`src/rtl/bus_arbiter.sv`:
```
// Two-requester (fetch/data) arbiter for a single-port memory with fixed data priority.
// Optional grant timeout is compiled in with the ARB_TIMEOUT_EN macro.
module bus_arbiter #(
    parameter int TIMEOUT_CYCLES = 16
) (
    input  logic        clk,
    input  logic        rst,
    input  logic        ibus_req_i,
    input  logic [31:0] ibus_addr_i,
    output logic [31:0] ibus_rdata_o,
    output logic        ibus_ack_o,
    input  logic        dbus_req_i,
    input  logic        dbus_we_i,
    input  logic [3:0]  dbus_sel_i,
    input  logic [31:0] dbus_addr_i,
    input  logic [31:0] dbus_wdata_i,
    output logic [31:0] dbus_rdata_o,
    output logic        dbus_ack_o,
    output logic        mem_ce_o,
    output logic        mem_we_o,
    output logic [3:0]  mem_sel_o,
    output logic [31:0] mem_addr_o,
    output logic [31:0] mem_wdata_o,
    input  logic [31:0] mem_rdata_i,
    input  logic        mem_ack_i,
    output logic [5:0]  stall_o,
    output logic        err_o
);

    typedef enum logic [1:0] {IDLE, IGRANT, DGRANT} state_e;

    state_e state_q, state_d;
    logic   gnt_req;
    logic   tmo;

    function automatic state_e pick(input logic dreq, input logic ireq);
        if (dreq)      return DGRANT;
        else if (ireq) return IGRANT;
        else           return IDLE;
    endfunction

    always_comb begin
        gnt_req = 1'b0;
        if (state_q == DGRANT)      gnt_req = dbus_req_i;
        else if (state_q == IGRANT) gnt_req = ibus_req_i;
    end

`ifdef ARB_TIMEOUT_EN
    localparam logic [7:0] TMO_LIMIT = 8'(TIMEOUT_CYCLES);

    logic [7:0] cnt_q, cnt_d;

    // cnt_q counts granted cycles without ack; reaching the limit means the
    // previous cycle held TIMEOUT_CYCLES-1, so this cycle is the forced end.
    assign tmo = (state_q != IDLE) && gnt_req && (cnt_q == TMO_LIMIT);

    always_comb begin
        cnt_d = 8'd0;
        if (state_q != IDLE && gnt_req && !mem_ack_i && !tmo)
            cnt_d = cnt_q + 8'd1;
    end

    always_ff @(posedge clk or posedge rst) begin
        if (rst) cnt_q <= 8'd0;
        else     cnt_q <= cnt_d;
    end
`else
    assign tmo = 1'b0;

    if (TIMEOUT_CYCLES > 255) begin : g_tmo_wide
    end
`endif

    // Completion (ack) wins over an abort; a timeout always returns to IDLE.
    always_comb begin
        state_d = state_q;
        case (state_q)
            IDLE:   state_d = pick(dbus_req_i, ibus_req_i);
            IGRANT,
            DGRANT: begin
                if (tmo)            state_d = IDLE;
                else if (mem_ack_i) state_d = pick(dbus_req_i, ibus_req_i);
                else if (!gnt_req)  state_d = IDLE;
            end
            default: state_d = IDLE;
        endcase
    end

    always_ff @(posedge clk or posedge rst) begin
        if (rst) state_q <= IDLE;
        else     state_q <= state_d;
    end

    always_comb begin
        mem_ce_o     = 1'b0;
        mem_we_o     = 1'b0;
        mem_sel_o    = 4'h0;
        mem_addr_o   = 32'h0;
        mem_wdata_o  = 32'h0;
        ibus_ack_o   = 1'b0;
        ibus_rdata_o = 32'h0;
        dbus_ack_o   = 1'b0;
        dbus_rdata_o = 32'h0;
        err_o        = 1'b0;
        stall_o      = 6'b000000;
        if (!rst) begin
            case (state_q)
                IGRANT: begin
                    mem_ce_o     = ibus_req_i && !tmo;
                    mem_sel_o    = 4'hF;
                    mem_addr_o   = ibus_addr_i;
                    ibus_ack_o   = tmo || mem_ack_i;
                    ibus_rdata_o = tmo ? 32'h0 : mem_rdata_i;
                end
                DGRANT: begin
                    mem_ce_o     = dbus_req_i && !tmo;
                    mem_we_o     = dbus_we_i;
                    mem_sel_o    = dbus_sel_i;
                    mem_addr_o   = dbus_addr_i;
                    mem_wdata_o  = dbus_wdata_i;
                    dbus_ack_o   = tmo || mem_ack_i;
                    dbus_rdata_o = tmo ? 32'h0 : mem_rdata_i;
                end
                default: ;
            endcase
            err_o = tmo;
            if (dbus_req_i && !dbus_ack_o)      stall_o = 6'b011111;
            else if (ibus_req_i && !ibus_ack_o) stall_o = 6'b000111;
        end
    end

endmodule

```
`config.mk`:
```
export PLATFORM = sky130hd
export DESIGN_NAME = bus_arbiter
export DESIGN_NICKNAME = d
export VERILOG_FILES = /design/src/rtl/bus_arbiter.sv
export SDC_FILE = /design/constraint.sdc
export NUM_CORES = 1
export LEC_CHECK = 0
export ABC_CLOCK_PERIOD_IN_PS = 2890
export BUFFER_PORTS_ARGS = -buffer_cell sky130_fd_sc_hd__buf_4
export CAP_MARGIN = 20
export CORE_AREA = 2 2 109 111
export CTS_CLUSTER_SIZE = 28
export DETAILED_ROUTE_END_ITERATION = 7
export DIE_AREA = 0 0 111 113
export GPL_TIMING_DRIVEN = 0
export HOLD_SLACK_MARGIN = 0.03
export PLACE_DENSITY = 0.55
export SYNTH_ARGS = -nofsm -noshare
export SYNTH_HDL_FRONTEND = slang
export SYNTH_SLANG_ARGS = --single-unit
export TNS_END_PERCENT = 20
```
`constraint.sdc`:
```
create_clock -name clk -period 2.89 [get_ports clk]
set_input_delay 0 -clock clk [delete_from_list [all_inputs] [get_ports clk]]
set_output_delay 0 -clock clk [all_outputs]
set_load 0.03 [all_outputs]
```
==> results.md <==
Clocking:
- Counting every sink on the clock net gives 2.
- The maximum count of clock buffers along a single path is 2.
- TritonCTS built the clock tree.
- The root buffer selected by CTS is sky130_fd_sc_hd__clkbuf_16.
- After clock tree synthesis, the setup repair step added 0 buffers.
- The clock-pin slew on the worst setup and hold paths is 30 ps.
- The clock network latency to the later pin of the worst-skew pair is 220 ps.
- In this run the number of H-tree levels came out at 1.
- TritonCTS created 3 clock buffers.

Timing:
- The number of pins with negative max-slew slack in the final report came to 0.
- The total count of hold-check failures in the final report came to 0.
- Of the available clock period, the critical path in the final layout requires 0.742.
- For the finished layout, the period the worst path requires is 2150 ps.
- The clock skew is 0.244 ps.
- Hold is met by 103 ps.
- Setup violations remaining at the end of the flow were counted as 0.
- For the final routed database, the setup TNS stands at 0 ps.
- Setup repair after global routing left no endpoint under its margin.
- Derived from the worst setup path, the maximum achievable clock frequency is 466 MHz.

Power:
- Of the total power, combinational logic draws 0.817.
- The power per cell area is 362 mW/mm^2.
- Cell internal power was estimated by the tool at 671 uW.
- The register share of total power is 0.030.
- The peak supply drop is 0.000303 V.
- In this run the power spent charging and discharging nets is 687 uW.
- The analysis attributes to cell leakage a power of 0.00204 uW.
- Of the total power, the share spent switching nets is 0.506.
- Of the total power, the clock network draws 0.153.
- The overall power after layout is 1360 uW.

Routing:
- Once detail routing completed, the nets flagged for antenna violations numbered 0.
- The number of optimization iterations in the first detailed-route pass is 4.
- After detailed routing, the average wire length per cell comes to 13.8 um.
- The detailed-route via count is 2,568.
- The initial detailed-routing violation count is 71.
- The routed via count divided by cell count is 3.94.
- The DRC violations left is 0.
- The final layout contains routed wiring with a total length of 8.97 mm.

Yosys:
- Of all flip-flops after synthesis, the portion carrying an async set or reset was 1.00.
- The number of distinct library cell variants in the gate-level netlist after synthesis is 23.
- The biggest area contributor in the post-synthesis netlist is sky130_fd_sc_hd__and2_1.
- The fraction of synthesized cell area taken by the top area cell type is 0.444.
- The post-synthesis average cell area is 6.17 um^2.
- By instance count, the leading cell after synthesis is sky130_fd_sc_hd__and2_1.
- For this run, the leading register cell type out of synthesis is sky130_fd_sc_hd__dfrtp_1.
- The area of the mapped netlist is 0.00139 mm^2.
- The share of the yosys chip area belonging to registers is 0.0359.
- The commonest cells after synthesis are sky130_fd_sc_hd__and2_1, sky130_fd_sc_hd__nor2_1, sky130_fd_sc_hd__a22oi_1, sky130_fd_sc_hd__clkbuf_1, sky130_fd_sc_hd__buf_2.
- The number of cells produced by synthesis is 226.
- The synthesized design contains 0 enable-type register cells.
- By area the synthesized netlist is led by sky130_fd_sc_hd__and2_1, sky130_fd_sc_hd__a22oi_1, sky130_fd_sc_hd__nor2_1.
- The total number of yosys warnings is 0.
- In this run, synthesis produced a sequential element count of 2.

Global route:
- The number of global-route vias before repair is 2,504.
- The first global-routing pass estimated 13.3 mm of wire.
- The pin count of the biggest net entering global routing is 11.
- For this run the aggregate overflow at the end of global routing stands at 0.
- The initial antenna violation count is 0.
- In the global route stage, overall resource usage came out at 0.127.

Critical path:
- The start-to-end type of the worst setup path is reg2out.
- STA classifies the critical path endpoint as a primary output.
- The critical path crosses 6 cells after its start point.
- The critical path contains buffers and inverters numbering 3 combined.
- The slowest cell on the critical path is sky130_fd_sc_hd__dfrtp_1.
- In this design, the stage delay of the slowest critical-path cell is 390 ps.
- The worst register-to-register path has a setup slack of 1180 ps.
- Traced cell by cell, the critical path runs through inv_1 -> ha_1 -> and2b_1 -> clkbuf_1 -> and2_1 -> buf_4.
- The cell type group with the largest total delay on the critical path is buffers and inverters.
- The startpoint of the most critical register-to-register path is state_q[0].
- Data on the critical path arrives at its endpoint at 2150 ps.
- The required time at the endpoint of the critical path is 2890 ps.
- Along the worst path, the maximum fanout reaches 10.
- The number of cells on the worst reg-to-reg path is 6.
- The kind of start point of the critical path is a flip-flop.
- The launching element of the worst setup path is state_q[0].

Run:
- The count of max-cap constraint violations is 0.

Die:
- The width of the chip is 111 um.
- The floorplan has 39 rows.
- The floorplan core area is 0.0113 mm^2.
- The effective utilization at floorplan is 0.124.
- The die covers 0.0125 mm^2.
- During I/O placement, the number of pins put on the boundary was 281.
- In this run the vertical extent of the chip is 113 um.

Final layout:
- For this run, the share of the core covered by cells in the final layout is 0.333.
- The register with the most flip-flops in the layout has 2 of them.
- Relative to the synthesized area, the layout overhead comes to 169%.
- The total inserted antenna cells is 0.
- Counting the fill cells in the layout gives 1,231.
- The sequential cells in the finished layout cover a total of 50.0 um^2.
- In the final layout, the share of cells above drive strength 1 is 0.583.
- In the final layout, the multi-input gates occupy 0.00121 mm^2.
- The finished layout holds 652 standard cells, fillers aside.
- The net count of the finished layout is 654.
- The largest registers in the layout are state_q x2.
- state_q holds more flip-flops than any other register.

Placement:
- The routability congestion estimate is 0.870.
- The count of placed standard cells including taps is 648.
- Buffers placed on the I/O ports in this run total 278.
- Detailed placement finished with a half-perimeter wire length of 7.86 mm.

Min path:
- Along the worst hold path, the cell count comes to 3.
- The type of the most critical hold path is in2reg.
- The start point of the worst min-delay path is dbus_req_i.

Status:
- The flow ran to the end, and the final reports show no timing, DRC or antenna violations.
-- power by group through the flow --
| stage | combinational, uW | sequential (uW) | clock [uW] |
|---|---|---|---|
| 4_1_cts | 1120 | 40.7 | 212 |
| 5_1_grt | 1190 | 42.1 | 216 |
| 6_report | 1110 | 40.7 | 207 |
| 2_1_floorplan | 645 | 39.5 | 0 |
| 3_5_place_dp | 1110 | 41.1 | 0 |
| 3_3_place_gp | 1100 | 40.2 | 0 |
-- layout by cell type (no fill, tap or decap), types with 3 or more instances in the layout --
cell type	instances
sky130_fd_sc_hd__buf_4	283
sky130_fd_sc_hd__and2_1	99
sky130_fd_sc_hd__nor2_1	37
sky130_fd_sc_hd__a22oi_1	33
sky130_fd_sc_hd__clkbuf_1	12
sky130_fd_sc_hd__buf_2	8
sky130_fd_sc_hd__a21oi_1	5
sky130_fd_sc_hd__ha_1	5
sky130_fd_sc_hd__nand2_1	4
sky130_fd_sc_hd__inv_1	3
sky130_fd_sc_hd__clkbuf_16	3
-- logic make-up (layout without fill, tap and decap cells) --
group                    Yosys count  count (layout)  synth area share
AO/OA/AOI/OAI                     40              40             0.208
adder cells (fa/ha/maj)            5               5            0.0449
buffers and inverters             28             310            0.0961
flip-flops                         2               2            0.0359
multiplexers                       2               2            0.0153
other                              1               2           0.00269
AND/OR/NAND/NOR                  148             148             0.597
-- timing repair --
| item | CTS | global route |
|---|---|---|
| hold buffers | 1 | 0 |
| endpoints found under the hold margin | 2 | 0 |
| resized for setup | 0 | 0 |
-- layer usage --
| metal | vias up | routed length, um | track usage |
|---|---|---|---|
| li1 | 1297 | - | - |
| met1 | 1160 | 3700 | 0.161 |
| met3 | 10 | 452 | 0.0171 |
| met5 | - | 0 | 0 |
| met4 | 0 | 131 | 0.0267 |
| met2 | 101 | 4690 | 0.229 |
-- path summary, 6_finish.rpt --
check,end
max,dbus_rdata_o[3]
min,state_q[0]
max reg2reg,state_q[1]
min reg2reg,state_q[1]
max in group asynchronous,state_q[0]
min in group asynchronous,state_q[1]
-- cell type report --
cell class / instances / area share
Timing Repair Buffer: 279 / 0.559
Multi-Input combinational cell: 197 / 0.324
Tap cell: 143 / 0.0477
Buffer: 25 / 0.0327
Clock buffer: 3 / 0.0200
Sequential cell: 2 / 0.0134
Inverter: 3 / 0.00300
-- tightest hold or removal path, cell delays in order --
cell,delay (ps)
sky130_fd_sc_hd__buf_4,100
sky130_fd_sc_hd__or4b_1,100
sky130_fd_sc_hd__mux2i_1,70
-- per-stage QoR --
| stage | setup slack (ps) | cell area (um^2) |
|---|---|---|
| final | 744 | 3750 |
| after global routing | 508 | 3750 |
| after CTS | 694 | 3750 |
| after detailed placement | 929 | 3660 |
| after global placement | 1010 | 3660 |
| after floorplan | 1280 | 1400 |
(Power assumes the default switching activity.)
